### src/rtl/pc_gen_if.sv
// pc_gen_if: fetch-redirect bus between the pipeline control and pc_gen.
//   stall[STALL_W]      pipeline stall vector; only bit 0 is used by pc_gen
//   flush               flush redirect request
//   flush_target        flush redirect address
//   branch_flag_i       branch taken from ID
//   branch_target_i     branch target from ID
//   pc                  registered fetch address
//   ce                  registered instruction-memory chip enable
//   redirect_pending    a captured branch is waiting for stall release
//   misalign            one-cycle pulse after a misaligned redirect
// master: pipeline side (drives requests); slave: pc_gen side.
interface pc_gen_if #(
    parameter int ADDR_W  = 32,
    parameter int STALL_W = 6
);
    logic [STALL_W-1:0] stall;
    logic               flush;
    logic [ADDR_W-1:0]  flush_target;
    logic               branch_flag_i;
    logic [ADDR_W-1:0]  branch_target_i;
    logic [ADDR_W-1:0]  pc;
    logic               ce;
    logic               redirect_pending;
    logic               misalign;

    modport master (
        output stall, flush, flush_target, branch_flag_i, branch_target_i,
        input  pc, ce, redirect_pending, misalign
    );

    modport slave (
        input  stall, flush, flush_target, branch_flag_i, branch_target_i,
        output pc, ce, redirect_pending, misalign
    );
endinterface

### src/rtl/pc_gen.sv
// pc_gen: program-counter generator for the fetch stage.
//   clk   clock, all state updates on rising edge
//   rst   synchronous active-high reset
//   bus   pc_gen_if.slave: stall/flush/branch requests in, pc/ce/
//         redirect_pending/misalign out (all outputs registered)
// Per-edge priority in RUN: flush > stall[0] > branch > pending > sequential.
// Branches arriving during a fetch stall are parked and applied on release.
module pc_gen #(
    parameter int                ADDR_W       = 32,
    parameter logic [ADDR_W-1:0] RESET_VECTOR = '0,
    parameter int                STEP         = 4,
    parameter int                STALL_W      = 6
) (
    input logic   clk,
    input logic   rst,
    pc_gen_if.slave bus
);
    typedef enum logic {OFF, RUN} state_t;

    // Low address bits that must be zero for an aligned fetch.
    localparam logic [ADDR_W-1:0] LOW_MASK = ADDR_W'(STEP - 1);
    localparam logic [ADDR_W-1:0] STEP_A   = ADDR_W'(STEP);

    state_t            state_q, state_d;
    logic [ADDR_W-1:0] pc_q, pc_d;
    logic              pend_q, pend_d;
    logic [ADDR_W-1:0] pend_tgt_q, pend_tgt_d;
    logic              mis_q, mis_d;

    logic              redir;
    logic [ADDR_W-1:0] redir_tgt;

    // Only the fetch-stall bit matters here; the rest of the vector is ignored.
    logic stall_unused;
    assign stall_unused = ^bus.stall;

    always_ff @(posedge clk) begin
        if (rst) begin
            state_q    <= OFF;
            pc_q       <= RESET_VECTOR;
            pend_q     <= 1'b0;
            pend_tgt_q <= '0;
            mis_q      <= 1'b0;
        end else begin
            state_q    <= state_d;
            pc_q       <= pc_d;
            pend_q     <= pend_d;
            pend_tgt_q <= pend_tgt_d;
            mis_q      <= mis_d;
        end
    end

    always_comb begin
        state_d    = state_q;
        pc_d       = pc_q;
        pend_d     = pend_q;
        pend_tgt_d = pend_tgt_q;
        mis_d      = 1'b0;
        redir      = 1'b0;
        redir_tgt  = '0;

        case (state_q)
            OFF: begin
                state_d = RUN;
                pc_d    = RESET_VECTOR;
                pend_d  = 1'b0;
            end
            RUN: begin
                if (bus.flush) begin
                    redir     = 1'b1;
                    redir_tgt = bus.flush_target;
                    pend_d    = 1'b0;
                end else if (bus.stall[0]) begin
                    // Hold pc; a branch seen now is parked, newest wins.
                    if (bus.branch_flag_i) begin
                        pend_d     = 1'b1;
                        pend_tgt_d = bus.branch_target_i;
                    end
                end else if (bus.branch_flag_i) begin
                    redir     = 1'b1;
                    redir_tgt = bus.branch_target_i;
                    pend_d    = 1'b0;
                end else if (pend_q) begin
                    redir     = 1'b1;
                    redir_tgt = pend_tgt_q;
                    pend_d    = 1'b0;
                end else begin
                    pc_d = pc_q + STEP_A;
                end

                // Misalignment is judged only when a target is actually applied.
                if (redir) begin
                    pc_d  = redir_tgt & ~LOW_MASK;
                    mis_d = |(redir_tgt & LOW_MASK);
                end
            end
            default: state_d = OFF;
        endcase
    end

    assign bus.pc               = pc_q;
    assign bus.ce               = (state_q == RUN);
    assign bus.redirect_pending = pend_q;
    assign bus.misalign         = mis_q;
endmodule

### src/flat_wrapper.sv
// flat-port wrapper written by rule: the top's interface ports become plain ports
module pc_gen_flat 
#(
    parameter int                ADDR_W       = 32,
    parameter logic [ADDR_W-1:0] RESET_VECTOR = '0,
    parameter int                STEP         = 4,
    parameter int                STALL_W      = 6
)
  (clk, rst, bus_stall, bus_flush, bus_flush_target, bus_branch_flag_i, bus_branch_target_i, bus_pc, bus_ce, bus_redirect_pending, bus_misalign);
  pc_gen_if #(.ADDR_W(ADDR_W), .STALL_W(STALL_W)) bus_i ();
  input logic clk;
  input logic rst;
  input wire logic [$bits(bus_i.stall)-1:0] bus_stall;
  input wire logic [$bits(bus_i.flush)-1:0] bus_flush;
  input wire logic [$bits(bus_i.flush_target)-1:0] bus_flush_target;
  input wire logic [$bits(bus_i.branch_flag_i)-1:0] bus_branch_flag_i;
  input wire logic [$bits(bus_i.branch_target_i)-1:0] bus_branch_target_i;
  output wire logic [$bits(bus_i.pc)-1:0] bus_pc;
  output wire logic [$bits(bus_i.ce)-1:0] bus_ce;
  output wire logic [$bits(bus_i.redirect_pending)-1:0] bus_redirect_pending;
  output wire logic [$bits(bus_i.misalign)-1:0] bus_misalign;
  assign bus_i.stall = bus_stall;
  assign bus_i.flush = bus_flush;
  assign bus_i.flush_target = bus_flush_target;
  assign bus_i.branch_flag_i = bus_branch_flag_i;
  assign bus_i.branch_target_i = bus_branch_target_i;
  assign bus_pc = bus_i.pc;
  assign bus_ce = bus_i.ce;
  assign bus_redirect_pending = bus_i.redirect_pending;
  assign bus_misalign = bus_i.misalign;
  pc_gen #(.ADDR_W(ADDR_W), .RESET_VECTOR(RESET_VECTOR), .STEP(STEP), .STALL_W(STALL_W)) u_core (.clk(clk), .rst(rst), .bus(bus_i));
endmodule
### config.mk
export PLATFORM = sky130hd
export DESIGN_NAME = pc_gen_flat
export DESIGN_NICKNAME = d
export VERILOG_FILES = /design/src/rtl/pc_gen_if.sv /design/src/rtl/pc_gen.sv /design/src/flat_wrapper.sv
export SDC_FILE = /design/constraint.sdc
export NUM_CORES = 1
export LEC_CHECK = 0
export ABC_CLOCK_PERIOD_IN_PS = 3900
export BUFFER_PORTS_ARGS = -buffer_cell sky130_fd_sc_hd__buf_2
export CORE_UTILIZATION = 35
export CTS_BUF_LIST = sky130_fd_sc_hd__clkbuf_16
export CTS_CLUSTER_SIZE = 25
export DETAILED_ROUTE_END_ITERATION = 12
export PLACE_DENSITY_LB_ADDON = 0.12
export SLEW_MARGIN = 20
export SYNTH_ARGS = -nofsm -noshare
export SYNTH_HDL_FRONTEND = slang
export SYNTH_SLANG_ARGS = --single-unit
### constraint.sdc
create_clock -name clk -period 3.9 [get_ports clk]
set_input_delay 0 -clock clk [delete_from_list [all_inputs] [get_ports clk]]
set_output_delay 0 -clock clk [all_outputs]
set_load 0.1 [all_outputs]
# Yosys cells after proc, flatten, opt, wreduce, memory -nomap -nowiden
# Cells that the tools add are included.
dict set report classes {
  reduce_logical 4
  n_addsub 1
  n_bitwise 3
  n_eq_ne 5
  n_mux 21
}
# cell count
set ops {}
lappend ops {{32-bit 2-to-1 mux} 10}
lappend ops {{32-bit one-hot mux with 2 select lines} 1}
lappend ops {{32-bit by 3-bit adder with 32-bit output, second input constant} 1}
lappend ops {{3-bit != test, second input constant} 4}
lappend ops {{1-bit 2-to-1 mux} 9}
lappend ops {{4-bit AND reduction} 2}
lappend ops {{4-bit != test, second input constant} 1}
lappend ops {{1-bit inverter} 3}
lappend ops {{3-bit OR reduction} 1}
lappend ops {{1-bit one-hot mux with 2 select lines} 1}
lappend ops {{2-bit OR reduction} 1}
dict set report totals {
  ff_bits 67
  out_inout_bits 35
  input_bits 74
  wordCells 39
}

# Depth between registers and ports, before layout
# Gate-level depths: netlist of run 1.
dict set report depth {
  depth_word 7
  mapped_depth 7
  depth_no_buf 6
}

# Worst setup path after synthesis of run 1
# Ideal clock, no wire load.
dict set report synth_path {
  path_kind {register -> register}
  start {register u_core.pc_q[22] (netlist: u_core.bus.pc[22])}
  end {register u_core.pc_q[29] (netlist: u_core.bus.pc[29])}
  setup_slack_ns 1.047
  setup_ns 0.119
  path_buffers 1
  arrival_ns 2.734
  required_ns 3.781
  synth_period_minus_slack_ns 2.853
  stages_incl_launch_ff 7
  cell_sequence {dfxtp_1 -> nand3_2 -> or4_1 -> buf_2 -> or4_4 -> a21o_1 -> a22o_1}
}
dict set report synth_via {
  elab_chain_cells 7
}
# element line
set synth_lines {}
lappend synth_lines {{start: declaration} pc_gen.sv:25} ;# logic [ADDR_W-1:0] pc_q, pc_d;
lappend synth_lines {{start signal: assignment} pc_gen.sv:46} ;# pc_q <= pc_d;
lappend synth_lines {{32-bit by 3-bit adder with 32-bit output} pc_gen.sv:88} ;# pc_d = pc_q + STEP_A;
lappend synth_lines {{32-bit 2-to-1 mux} pc_gen.sv:83} ;# end else if (pend_q) begin
lappend synth_lines {{32-bit 2-to-1 mux} pc_gen.sv:79} ;# end else if (bus.branch_flag_i) begin
lappend synth_lines {{32-bit 2-to-1 mux} pc_gen.sv:73} ;# end else if (bus.stall[0]) begin
lappend synth_lines {{32-bit 2-to-1 mux} pc_gen.sv:69} ;# if (bus.flush) begin
lappend synth_lines {{32-bit 2-to-1 mux} pc_gen.sv:92} ;# if (redir) begin
lappend synth_lines {{32-bit one-hot mux with 2 select lines} pc_gen.sv:62} ;# case (state_q)
# Every way passes these cells. The select of a mux whose other input is x is not followed.
# A chain may end at the register's enable or synchronous reset.

# Worst setup path in the final report of run 1
dict set report layout_path {
  start {register u_core.pc_q[10] (netlist: u_core.bus.pc[10])}
  end {register u_core.pc_q[21] (netlist: u_core.bus.pc[21])}
}
# Same word-level chain as after synthesis.

==> results.toml, run 1 <==
[setup_path]
reg2reg_depth = 5
worstSetupStartpoint = "u_core.bus.pc[10]$_SDFFE_PP0P_"
worstPathRequired_ns = 4.12
start_kind = "flip-flop"
arrival_ns = 2.53
critPathKind = "flip-flop to flip-flop"
endpoint = "u_core.bus.pc[21]$_SDFFE_PP0P_"
worstReg2RegStart = "u_core.bus.pc[10]$_SDFFE_PP0P_"
crit_fanout = 11
regToRegSetupSlack_ns = 1.59
r2r-end = "u_core.bus.pc[21]$_SDFFE_PP0P_"
end_kind = "flip-flop"

[routing]
drtPass1Iterations = 7
viasPerCell = 5.52
drt_wl_total_mm = 13.1
initialDrtViolationCount = 222
drc = 0
num_vias = 4309
post_drt_wl_per_cell_um = 16.7
ant_nets = 0

[floorplan]
dieArea_um2 = 11100
rows = 37
die_w_um = 105
ioPinCount = 109
core_um2 = 10300
initial_core_util_pct = 36.1
die_h_um = 105

[synth]
synthDistinctLibCells = 55
ys_seq_elements = 65
syn_area_um2 = 3730
ys.warnings.count = 0
synth.area.top_cells = "dfxtp_1 (35%), nand2_1 (11%), a21oi_1 (6.7%)"
synthFlopType = "dfxtp_1"
yosys.area.top_type = "dfxtp_1"
synth-async-reset-ratio_pct = 0
synthTopCellsByCount = "nand2_1 (109), dfxtp_1 (65), a21oi_1 (50)"
synthCells = 512
synth_edf_count = 0
ys_seq_area_share_pct = 34.9
avgSynthCellArea_um2 = 7.28
yosysMostFrequentCell = "nand2_1"
yosys.area.top_type_share_pct = 34.9

[clocking]
cts.path.max_buffers = 2
htree_levels = 3
clk-insertion-delay-late_ns = 0.33
hold_buffers = 44
cts_buffers = 9
cts_setup_buffers = 0
cts_tree = "done"
clkTransAtPathRegs_ns = 0.06
root_buffer = "clkbuf_16"
cts_sinks = 65
cts_resized = 0

[global_routing]
antenna_found_initial = 0
grt_overflow = 0
grt_pass1_wl_mm = 20.5
grt_pass1_vias = 3845
grt_util_all_layers_pct = 23.7
grt_start_max_net_pins = 55

[status]
status = "finished clean"

[power_and_ir_drop]
leakage_uw = 0.00200
finalPower_uw = 1840
p_per_area_nw_per_um2 = 364
peakVddDrop_uv = 175

[timing]
fin_crit_ns = 2.31
rsz0062_at_grt = "false"
setup_tns_ns = 0
slew_violations = 0
timing_worst_slew_pin_value_ns = 0.712
fmax_mhz = 432
worst_slack_ns = 1.59
skew_ns = 0.00569
setup_violations = 0
relSlewSlack_pct = 52.3
min_period_over_period_pct = 59.3
hold_violations = 0

[final_layout]
finalInstanceArea_um2 = 5050
diodes = 0
layout-drive-gt1-share_pct = 21.1
final_util_pct = 48.9
area_growth_pct = 35.3
finalNetCount = 715

[min_path]
min_path_type = "primary input to flip-flop"

[place]
post_dp_cell_area_um2 = 4330
dpl_worst_slack_ns = 1.61
io_buffers = 101
gp_congestion = 0.813
dp_hpwl_mm = 8.98

[run]
cap_viol_max_count = 0
## power by group
part	switching, uW	internal [uW]	leakage (uW)
combinational	238	115	0.00133
clock	294	482	0.000141
sequential	25.0	686	0.000528
## metrics by stage
| stage | instances | hold slack [ns] |
|---|---|---|
| finish | 780 | 0.0102 |
| global route | 780 | 0.00945 |
| CTS | 780 | 0.0137 |
| detailed placement | 721 | 0.242 |
| global placement | 721 | 0.238 |
| floorplan | 513 | 0.135 |
## cells by family after synthesis
family	count (synthesis)	synth area share, %
AND/OR/NAND/NOR	225	28.7
AO/OA/AOI/OAI	153	25.8
flip-flops	65	34.9
buffers and inverters	49	5.20
multiplexers	17	4.73
adder cells (fa/ha/maj)	1	0.336
other	1	0.101
XOR/XNOR	1	0.235
## final cells by class
| class | count | area [um2] |
|---|---|---|
| clock inverter | 6 | 51.3 |
| inverter | 10 | 37.5 |
| multi-input combinational | 399 | 2240 |
| sequential | 65 | 1300 |
| timing repair buffer | 155 | 1020 |
| fill | 1043 | 5280 |
| clock buffer | 9 | 225 |
| tap | 136 | 170 |
## metal layers
layer	global-route usage, %	vias to the layer above	wire, um
li1	-	2109	-
met1	33.3	2037	6280
met2	36.9	142	5960
met3	3.28	21	579
met4	8.55	0	248
met5	0	-	0
## worst max-delay path, cell delays in order (launching register included)
cell	delay [ns]
dfxtp_1	0.51
and4_1	0.30
nand3_1	0.29
or4_1	0.66
a21o_1	0.19
a22o_2	0.24
## cell usage in the layout, fill, tap and decap left out, types with 3 or more instances in the layout
cell type,n
and4_1,3
o21ai_0,41
a221oi_1,11
nor2b_1,7
nor3_1,16
o41ai_1,3
dfxtp_1,65
nor4b_1,3
nand4_1,6
nor3b_1,4
dlygate4sd3_1,44
nand2b_1,8
or4_1,4
a22o_1,4
a31oi_1,3
clkbuf_16,9
buf_2,101
a21o_1,5
and3_1,8
nor2_1,23
nor4_1,8
o31ai_1,4
or3_1,3
o2bb2ai_1,4
inv_1,11
a211oi_1,8
nand2_1,109
mux2i_1,12
nand3_1,17
mux2_2,5
a21oi_1,50
buf_4,10
## worst min path at each step
stage                                     from                             end  cells past startpoint
after floorplan            bus_flush_target[4]   u_core.bus.pc[4]$_SDFFE_PP0P_                      2
after global placement     bus_flush_target[4]   u_core.bus.pc[4]$_SDFFE_PP0P_                      3
after detailed placement   bus_flush_target[4]   u_core.bus.pc[4]$_SDFFE_PP0P_                      3
after CTS                 bus_flush_target[30]  u_core.bus.pc[30]$_SDFFE_PP0P_                      3
after global routing      bus_flush_target[30]  u_core.bus.pc[30]$_SDFFE_PP0P_                      3
final                      bus_flush_target[0]  u_core.bus.misalign$_SDFF_PP0_                      3
## registers in the layout, summed over array words and instances, names as in the netlist
signal,flops
u_core.bus.redirect_pending,1
u_core.pend_tgt_q,32
u_core.bus.pc,30
u_core.bus.ce,1
u_core.bus.misalign,1
Power figures use the tool's default switching activity.
==> inputs of run 2 (changes only) <==
--- a/config.mk
+++ b/config.mk
@@ -5,7 +5,7 @@
 export SDC_FILE = /design/constraint.sdc
 export NUM_CORES = 1
 export LEC_CHECK = 0
-export ABC_CLOCK_PERIOD_IN_PS = 3900
+export ABC_CLOCK_PERIOD_IN_PS = 2100
 export BUFFER_PORTS_ARGS = -buffer_cell sky130_fd_sc_hd__buf_2
 export CORE_UTILIZATION = 35
 export CTS_BUF_LIST = sky130_fd_sc_hd__clkbuf_16
==> constraint.sdc (replaced) <==
create_clock -name clk -period 2.1 [get_ports clk]
set_input_delay 0 -clock clk [delete_from_list [all_inputs] [get_ports clk]]
set_output_delay 0 -clock clk [all_outputs]
set_load 0.1 [all_outputs]
==> results.toml, run 2 (same netlist as run 1, synthesis figures left out) <==
[status]
status = "finished, violations left"
violations = "hold timing"

[timing]
timing_worst_slew_pin_value_ns = 0.546
fmax_mhz = 515
rsz0062_at_grt = "false"
slew_violations = 0
min_period_over_period_pct = 92.4
setup_violations = 0
holdWs_ns = -0.00317
relSlewSlack_pct = 63.3
fin_crit_ns = 1.94
skew_ns = 0.00722
hold_violations = 1

[clocking]
cts_sinks = 65
cts_tree = "done"
clk-insertion-delay-late_ns = 0.33
clkTransAtPathRegs_ns = 0.06
htree_levels = 3
cts_buffers = 9
root_buffer = "clkbuf_16"
cts.path.max_buffers = 2

[global_routing]
grt_overflow = 0
grt_util_all_layers_pct = 25.9
grt_pass1_wl_mm = 22.1
antenna_found_initial = 0
grt_start_max_net_pins = 31
grt_pass1_vias = 4174

[setup_path]
worstPathRequired_ns = 2.32
worstReg2RegStart = "u_core.bus.pc[22]$_SDFFE_PP0P_"
slowest_delay_ns = 0.56
slowest_stage = "or4_4"
cp_common_cell = "or4_4"
path_cells = "nand3_2 -> or4_4 -> or4_4 -> a21o_1 -> a22o_1"
regToRegSetupSlack_ns = 0.16
critPathKind = "flip-flop to flip-flop"
worstSetupStartpoint = "u_core.bus.pc[22]$_SDFFE_PP0P_"
start_kind = "flip-flop"
crit_fanout = 7
end_kind = "flip-flop"
arrival_ns = 2.16

[routing]
drc = 0
viasPerCell = 5.52
routed-wl-met3_um = 775
drt_wl_total_mm = 13.7
drtPass1Iterations = 5
met1_length_mm = 6.27
num_vias = 4391
dr_wl_met2_mm = 6.53
post_drt_wl_per_cell_um = 17.2
top_layer_used = "met4"
initialDrtViolationCount = 283
ant_nets = 0

[power_and_ir_drop]
leakage_uw = 0.00212
peakVddDrop_uv = 375
p_per_area_nw_per_um2 = 676

[floorplan]
die_h_um = 105
initial_core_util_pct = 36.1
ioPinCount = 109
core_um2 = 10300
dieArea_um2 = 11100
die_w_um = 105
rows = 37

[final_layout]
final_cell_mix = "nand2_1 (108), buf_2 (101), a21oi_1 (50)"
finalNetCount = 730
largest-register = "u_core.pend_tgt_q"
final_common_cell = "nand2_1"
largest_register_ffs = 32
diodes = 0
area_growth_pct = 43.0
layout-drive-gt1-share_pct = 28.5
instances_no_fill = 796

[run]
cap_viol_max_count = 0

[place]
dp_hpwl_mm = 9.73
placed_cells_incl_taps = 737
gp_congestion = 0.869
io_buffers = 101

[min_path]
min_path_type = "primary input to flip-flop"
hp-start = "bus_flush_target[11]"
[run 2: cell types whose count changed in the layout (fill, tap and decap cells not counted), moves of 10 or more]
| cell | previous run | this run |
|---|---|---|
| dfxtp_1 | 65 | 36 |
| dfxtp_4 | 0 | 19 |
| dfxtp_2 | 0 | 10 |
| buf_4 | 10 | 25 |
[run 2: worst paths after layout]
check | end | cells after the start
worst max-delay path | u_core.bus.pc[29]$_SDFFE_PP0P_ | 5
worst min-delay path | u_core.bus.pc[11]$_SDFFE_PP0P_ | 3
worst max register to register | u_core.bus.pc[29]$_SDFFE_PP0P_ | 5
worst min register to register | u_core.pend_tgt_q[24]$_SDFFE_PP0P_ | 2
[run 2: per-layer routing]
| metal | vias to the layer above | track usage [%] |
|---|---|---|
| met5 | - | 0 |
| met4 | 0 | 7.85 |
| met3 | 12 | 3.77 |
| met2 | 153 | 41.6 |
| met1 | 2077 | 35.6 |
| li1 | 2149 | - |
[run 2: layout make-up]
type	instances	area, um2
well taps	136	170
multi-input cells	399	2270
flip-flops and latches	65	1390
inverters	10	37.5
clock inverters	5	50.0
repair buffers	170	1140
fillers	1041	4990
clock buffers	11	275
[run 2: what timing repair did]
action,in CTS,in global routing
hold endpoints to repair,43,0
setup buffers,0,0
setup endpoints to repair,0,3
hold buffers,43,0
gates resized for setup,0,1
[run 2: stage by stage]
stage                     cell area (um2)  setup TNS (ns)  power (uW)  setup WS [ns]  utilization [%]
after floorplan                      3860         -0.0446        1750        -0.0446                -
after global placement               4570               0        1940          0.122             44.3
after detailed placement             4570               0        1950         0.0885             44.3
after CTS                            5330               0        3620         0.0612             51.6
after global routing                 5330               0        3740         0.0103             51.6
final                                5330               0        3600          0.160             51.6
[run 2: power breakdown]
| group | total [uW] | internal [uW] | leakage (uW) | switching (uW) |
|---|---|---|---|---|
| Combinational | 677 | 228 | 0.00141 | 449 |
| Sequential | 1310 | 1260 | 0.000546 | 47.5 |
| Clock | 1620 | 1050 | 0.000161 | 565 |
| Total | 3600 | 2540 | 0.00212 | 1060 |
[run 2: critical path, delay by kind of cell (launching register included)]
family	cells	cell delay (ns)
DFF	1	0.37
AOI/OAI and AO/OA	2	0.34
and+or+nand+nor	3	1.12
